===== config.mk =====
export PLATFORM = sky130hd
export DESIGN_NAME = fetch_stage_flat
export DESIGN_NICKNAME = d
export VERILOG_FILES = /design/src/rtl/fetch_stage_if.sv /design/src/rtl/fetch_stage.sv /design/src/flat_wrapper.sv
export SDC_FILE = /design/constraint.sdc
export NUM_CORES = 1
export LEC_CHECK = 0
export ABC_AREA = 0
export CAP_MARGIN = 40
export CORE_MARGIN = 2
export CORE_UTILIZATION = 50
export DETAILED_ROUTE_END_ITERATION = 6
export GPL_ROUTABILITY_DRIVEN = 1
export PLACE_DENSITY_LB_ADDON = 0.05
export SLEW_MARGIN = 20
export SYNTH_ARGS = -nofsm -noshare
export SYNTH_HDL_FRONTEND = slang
export SYNTH_SLANG_ARGS = --single-unit

===== constraint.sdc =====
create_clock -name clk -period 4.7 [get_ports clk]
set_clock_uncertainty 0.2 [all_clocks]
set_input_delay 0.94 -clock clk [delete_from_list [all_inputs] [get_ports clk]]
set_output_delay 0.94 -clock clk [all_outputs]
set_load 0.03 [all_outputs]

===== src/rtl/fetch_stage_if.sv =====
// Bundle of the IF-stage control inputs, instruction-memory bus and IF/ID outputs.
// master = fetch stage, slave = surrounding pipeline / instruction memory.
interface fetch_stage_if;
    logic        stall;
    logic        jump;
    logic        branch_taken;
    logic [31:0] branch_target;
    logic [31:0] imem_addr;
    logic [31:0] imem_rdata;
    logic [31:0] if_id_instr;
    logic [31:0] if_id_pc4;
    logic        if_id_valid;
    logic [5:0]  opcode;

    modport master (
        input  stall, jump, branch_taken, branch_target, imem_rdata,
        output imem_addr, if_id_instr, if_id_pc4, if_id_valid, opcode
    );

    modport slave (
        output stall, jump, branch_taken, branch_target, imem_rdata,
        input  imem_addr, if_id_instr, if_id_pc4, if_id_valid, opcode
    );
endinterface


===== src/rtl/fetch_stage.sv =====
// MIPS-style instruction fetch stage: PC register, IF/ID pipeline register, branch/jump redirect.
// Optional macro FETCH_PERF_EN adds fetch and stall performance counters.
module fetch_stage #(
    parameter logic [31:0] RESET_PC = 32'h0000_0000
) (
    input  logic                 clk,
    input  logic                 rst_n,
    fetch_stage_if.master        bus
`ifdef FETCH_PERF_EN
    ,
    output logic [31:0]          perf_fetch_cnt,
    output logic [31:0]          perf_stall_cnt
`endif
);

    logic [31:0] pc_q, pc_d;
    logic [31:0] instr_q, instr_d;
    logic [31:0] pc4_q, pc4_d;
    logic        valid_q, valid_d;
    logic [31:0] pc_plus4_s;
    logic        jump_take_s;

    assign pc_plus4_s  = pc_q + 32'd4;
    // A jump in a bubble is a stale control signal and must not redirect.
    assign jump_take_s = bus.jump & valid_q;

    // Next-state selection: branch > jump > stall > normal fetch.
    always_comb begin
        pc_d    = pc_q;
        instr_d = instr_q;
        pc4_d   = pc4_q;
        valid_d = valid_q;
        if (bus.branch_taken) begin
            pc_d    = {bus.branch_target[31:2], 2'b00};
            instr_d = 32'h0000_0000;
            pc4_d   = 32'h0000_0000;
            valid_d = 1'b0;
        end else if (jump_take_s) begin
            pc_d    = {pc4_q[31:28], instr_q[25:0], 2'b00};
            instr_d = 32'h0000_0000;
            pc4_d   = 32'h0000_0000;
            valid_d = 1'b0;
        end else if (bus.stall) begin
            pc_d    = pc_q;
            instr_d = instr_q;
            pc4_d   = pc4_q;
            valid_d = valid_q;
        end else begin
            pc_d    = pc_plus4_s;
            instr_d = bus.imem_rdata;
            pc4_d   = pc_plus4_s;
            valid_d = 1'b1;
        end
    end

    // PC and IF/ID register state.
    always_ff @(posedge clk or negedge rst_n) begin
        if (!rst_n) begin
            pc_q    <= RESET_PC;
            instr_q <= 32'h0000_0000;
            pc4_q   <= 32'h0000_0000;
            valid_q <= 1'b0;
        end else begin
            pc_q    <= pc_d;
            instr_q <= instr_d;
            pc4_q   <= pc4_d;
            valid_q <= valid_d;
        end
    end

    assign bus.imem_addr   = pc_q;
    assign bus.if_id_instr = instr_q;
    assign bus.if_id_pc4   = pc4_q;
    assign bus.if_id_valid = valid_q;
    assign bus.opcode      = instr_q[31:26];

`ifdef FETCH_PERF_EN
    logic [31:0] fetch_cnt_q, fetch_cnt_d;
    logic [31:0] stall_cnt_q, stall_cnt_d;
    logic        fetch_s, stall_s;

    assign fetch_s = ~bus.branch_taken & ~jump_take_s & ~bus.stall;
    assign stall_s = ~bus.branch_taken & ~jump_take_s &  bus.stall;

    // Counter next-state; both counters wrap naturally at 2^32.
    always_comb begin
        fetch_cnt_d = fetch_cnt_q;
        stall_cnt_d = stall_cnt_q;
        if (fetch_s) begin
            fetch_cnt_d = fetch_cnt_q + 32'd1;
        end else begin
            fetch_cnt_d = fetch_cnt_q;
        end
        if (stall_s) begin
            stall_cnt_d = stall_cnt_q + 32'd1;
        end else begin
            stall_cnt_d = stall_cnt_q;
        end
    end

    // Performance counter registers.
    always_ff @(posedge clk or negedge rst_n) begin
        if (!rst_n) begin
            fetch_cnt_q <= 32'h0000_0000;
            stall_cnt_q <= 32'h0000_0000;
        end else begin
            fetch_cnt_q <= fetch_cnt_d;
            stall_cnt_q <= stall_cnt_d;
        end
    end

    assign perf_fetch_cnt = fetch_cnt_q;
    assign perf_stall_cnt = stall_cnt_q;
`endif

endmodule


===== src/flat_wrapper.sv =====
// flat-port wrapper written by rule: the top's interface ports become plain ports
module fetch_stage_flat 
#(
    parameter logic [31:0] RESET_PC = 32'h0000_0000
)
  (clk, rst_n, bus_stall, bus_jump, bus_branch_taken, bus_branch_target, bus_imem_rdata, bus_imem_addr, bus_if_id_instr, bus_if_id_pc4, bus_if_id_valid, bus_opcode);
  fetch_stage_if bus_i ();
  input  logic clk;
  input  logic rst_n;
  input wire logic [$bits(bus_i.stall)-1:0] bus_stall;
  input wire logic [$bits(bus_i.jump)-1:0] bus_jump;
  input wire logic [$bits(bus_i.branch_taken)-1:0] bus_branch_taken;
  input wire logic [$bits(bus_i.branch_target)-1:0] bus_branch_target;
  input wire logic [$bits(bus_i.imem_rdata)-1:0] bus_imem_rdata;
  output wire logic [$bits(bus_i.imem_addr)-1:0] bus_imem_addr;
  output wire logic [$bits(bus_i.if_id_instr)-1:0] bus_if_id_instr;
  output wire logic [$bits(bus_i.if_id_pc4)-1:0] bus_if_id_pc4;
  output wire logic [$bits(bus_i.if_id_valid)-1:0] bus_if_id_valid;
  output wire logic [$bits(bus_i.opcode)-1:0] bus_opcode;
  assign bus_i.stall = bus_stall;
  assign bus_i.jump = bus_jump;
  assign bus_i.branch_taken = bus_branch_taken;
  assign bus_i.branch_target = bus_branch_target;
  assign bus_i.imem_rdata = bus_imem_rdata;
  assign bus_imem_addr = bus_i.imem_addr;
  assign bus_if_id_instr = bus_i.if_id_instr;
  assign bus_if_id_pc4 = bus_i.if_id_pc4;
  assign bus_if_id_valid = bus_i.if_id_valid;
  assign bus_opcode = bus_i.opcode;
  fetch_stage #(.RESET_PC(RESET_PC)) u_core (.clk(clk), .rst_n(rst_n), .bus(bus_i));
endmodule

# Word level (Yosys, flattened, before mapping)
# Cells that the tools add are included.
# totals
register_bits	97
in_bits	69
output_inout_bits	103
word_cells	18
# classes
n_addsub	1
eq_ne	1
mux	11
bitwise	1
# ops
operator	n
2-to-1 mux 32 bit	8
adder 32 x 3 -> 32 bit, second input constant	1
2-to-1 mux 1 bit	3
inequality test 3 x 1 -> 1 bit, second input constant	1
AND 1 bit	1

# Depth between registers and ports, before layout
# logic_depth
depth_word	4
ltp_mapped	7
depth_no_buf	6

# Worst setup path before layout
# OpenSTA, ideal clock, no wires.
# synth_timing
path_type	reg2reg
start	register u_core.pc_q[2] (netlist: u_core.bus.imem_addr[2])
end	register u_core.pc_q[24] (netlist: u_core.bus.imem_addr[24])
setup_time_ns	0.126
t_arrival_ns	2.233
required_ns	4.374
slack_ns	2.141
stages_incl_launch_ff	8
path_buffers	1
synth_period_minus_slack_ns	2.559
path_cell_list	dfrtp_1 ha_1 nand4_2 or4_1 buf_2 nor3_1 xor2_1 a221o_1
# synth_between
elab_chain_cells	4
# synth_lines
item	line	rtl
start, declared	fetch_stage.sv:16	logic [31:0] pc_q, pc_d;
start signal, assigned	fetch_stage.sv:64	pc_q <= pc_d;
adder 32 x 3 -> 32 bit	fetch_stage.sv:23	assign pc_plus4_s = pc_q + 32'd4;
2-to-1 mux 32 bit	fetch_stage.sv:43	end else if (bus.stall) begin
2-to-1 mux 32 bit	fetch_stage.sv:38	end else if (jump_take_s) begin
2-to-1 mux 32 bit	fetch_stage.sv:33	if (bus.branch_taken) begin
# Every way passes these cells. The select of a mux whose other input is x is not followed.
# A chain may end at the register's enable or synchronous reset.

# Final worst setup path
# layout_timing
start	register u_core.pc_q[6] (netlist: u_core.bus.imem_addr[6])
end	output port bus_imem_addr[6]
# layout_rtl
item	line	rtl
end, declared	flat_wrapper.sv:15	output wire logic [$bits(bus_i.imem_addr)-1:0] bus_imem_addr;
# No word-level cell between the ends.

==> qor.csv <==
metric,value,unit
grtUsageTotal,0.285,
rows,36,
p_int,1.38,mW
drive_gt1_frac,0.0580,
worst_pin_slew,0.775,ns
slew_viol_final,0,
cp_max_fo,13,
grt_pass1_vias,4601,
ys_async_sr_fraction,1.00,
cpPeakStageDelay,0.77,ns
postSynthAreaPerCell,9.23,sq um
remaining_drc_errors,0,
post_cts_buffers,0,
setup_violations,0,
via_per_inst,5.69,
fin_tns_setup,0,ns
cts.sinks,94,
finalInstanceArea,6920,sq um
worst_ep_required_time,3.56,ns
clkPwrFrac,0.252,
synth_cells,546,
cpLargestDelayFamily,buffers and inverters,
tritoncts,built,
clock_latency,0.38,ns
route.top_layer_used,met4,
postRouteAntennaNets,0,
core,9770,sq um
path_buf_inv,1,
area_growth,37.4,%
multi_input_area,2440,sq um
crit_chain,clkdlybuf4s50_1,
final-hold-violation-count,0,
cp.depth,1,
hpwl,10400,um
yosys_register_bits,94,
placed_area,6710,sq um
cts_made_buffers,9,
nets,755,
r2r.worst_path.cells,6,
power.leakage,2.88,nW
crit_type,flop to primary output,
maxCapViolCount,0,
grt_start_max_net_pins,63,
place.gp.congestion,0.860,
dieArea,10900,sq um
antenna_found_initial,0,
finalCritPeriodShare,0.617,
drtIter0Drc,243,
ys_seq_area_frac,0.467,
hold_class,primary input to asynchronous set/reset pin,
synth_edf_count,0,
switching_share,0.344,
netlist_area,5040,sq um
synth_ff_type,dfrtp_1,
dr_wl_met2,7700,um
start_util,0.515,
die_height,104,um
combPwrFrac,0.289,
cpMaxStageDelayCell,clkdlybuf4s50_1,
p_seq_frac,0.459,
clock_path_buffers,2,
p_switching,723,uW
cts-resized-gates,0,
ys.warnings.count,0,
pin_count,172,
fmax,345,MHz
arrival,1.76,ns
status,finished clean,
synth_cell_types,53,
vias,4681,
n_antenna_cell,0,
drt-total-wl,15100,um
powerDensity,303,nW/um^2
peakVddDrop,220,uV
rsz0062_at_grt,no,
grt_pass1_wl,24300,um
fin_util,0.708,
cts-hold-fix-buffers,0,
clk_pin_slew_worst_paths,0.09,ns
overflow,0,
fp.dieW,104,um
cts_root_buf,clkbuf_8,
wire_per_inst,18.3,um
finalPower,2.10,mW
hold_slack,0.151,ns
crit_path_start_kind,flop,
portBuffers,167,
dr.pass1.iters,4,
endpoint_kind,primary output,
fill_cells,819,
cts_max_level,3,
regArea,2350,sq um
relSlewSlack,0.479,
wl_met3,964,um
period_minus_slack,2.90,ns
mostFrequentLayoutCell,clkdlybuf4s50_1,
wl_met1,6110,um
layout_common_cells,"clkdlybuf4s50_1 (164), dfrtp_1 (94), nor2_1 (76)",
-- through the flow --
step	std cells	setup WS [ns]
final	823	1.80
after global routing	823	1.69
after CTS	822	1.79
after detailed placement	806	1.64
after global placement	806	1.68
after floorplan	547	2.14
-- path summary, 6_finish.rpt --
kind                                              endpoint  slack, ns                    start
worst max-delay path                      bus_imem_addr[6]       1.80  u_core.bus.imem_addr[6]
worst min-delay path            u_core.bus.if_id_instr[16]       0.15                    rst_n
worst max register to register    u_core.bus.imem_addr[24]       1.89  u_core.bus.imem_addr[2]
worst min register to register      u_core.bus.if_id_valid       0.33   u_core.bus.if_id_valid
max in group asynchronous         u_core.bus.if_id_pc4[26]       3.20                    rst_n
min in group clk                    u_core.bus.if_id_valid       0.33   u_core.bus.if_id_valid
-- synthesized netlist by cell type (all sizes together), types with 2 or more instances --
library cell,n,area [sq um]
dfrtp,94,2350
nor2,76,285
nand2,43,161
a21oi,42,210
mux2i,39,390
o21ai,32,160
buf,25,134
clkbuf,25,96.3
xnor2,25,219
nor3,18,90.1
nand3,15,75.1
nand4,12,87.6
xor2,10,87.6
o31ai,8,60.1
or4,7,52.6
and3,6,37.5
inv,6,22.5
and4,5,43.8
o221ai,5,43.8
a211oi,4,30.0
nor3b,4,30.0
o21a,4,30.0
a22oi,3,22.5
a2bb2oi,3,26.3
a31o,3,26.3
a31oi,3,18.8
nand2b,3,18.8
nor4,3,25.0
or3,3,18.8
mux2,2,22.5
o21ba,2,20.0
-- worst reg2reg max path: cells and delay by family (launching register included) --
| kind | cells | cell delay, ns |
|---|---|---|
| xor gates and xnor gates | 1 | 0.15 |
| and+or+nand+nor | 3 | 1.31 |
| DFF | 1 | 0.47 |
| AOI/OAI and AO/OA | 1 | 0.30 |
| adders and majority gates | 1 | 0.28 |
-- flip-flops by register name (all words and copies together) (netlist names) --
| register | flops |
|---|---|
| u_core.bus.if_id_instr | 32 |
| u_core.bus.if_id_pc4 | 31 |
| u_core.bus.imem_addr | 30 |
| u_core.bus.if_id_valid | 1 |
-- power by group through the flow --
stage	logic, mW	clock network [mW]	registers (mW)
floorplan	0.219	0	1.09
global placement	0.594	0	0.973
detailed placement	0.604	0	0.976
CTS	0.607	0.532	0.961
global route	0.649	0.562	0.975
finish	0.606	0.529	0.963
-- layer usage --
| metal | GRT usage | vias to the layer above |
|---|---|---|
| met5 | 0 | - |
| met4 | 0.0956 | 0 |
| met3 | 0.0457 | 19 |
| met2 | 0.493 | 164 |
| met1 | 0.363 | 2295 |
| li1 | - | 2203 |
-- kinds of logic after synthesis --
kind of cell / after synthesis / share of synthesized area
other: 1 / 0.000744
xor gates and xnor gates: 35 / 0.0609
and+or+nand+nor: 199 / 0.190
adders and majority gates: 1 / 0.00248
AOI/OAI and AO/OA: 119 / 0.147
buffers and inverters: 56 / 0.0502
DFF: 94 / 0.467
muxes: 41 / 0.0820
-- cell type report --
cell class / instances / share of cell area
clock buffers: 13 / 0.0244
flip-flops and latches: 94 / 0.340
clock inverters: 3 / 0.00253
multi-input cells: 397 / 0.352
repair buffers: 177 / 0.254
inverters: 6 / 0.00325
well taps: 133 / 0.0240
No activity file was read; power rests on OpenSTA's default activity.
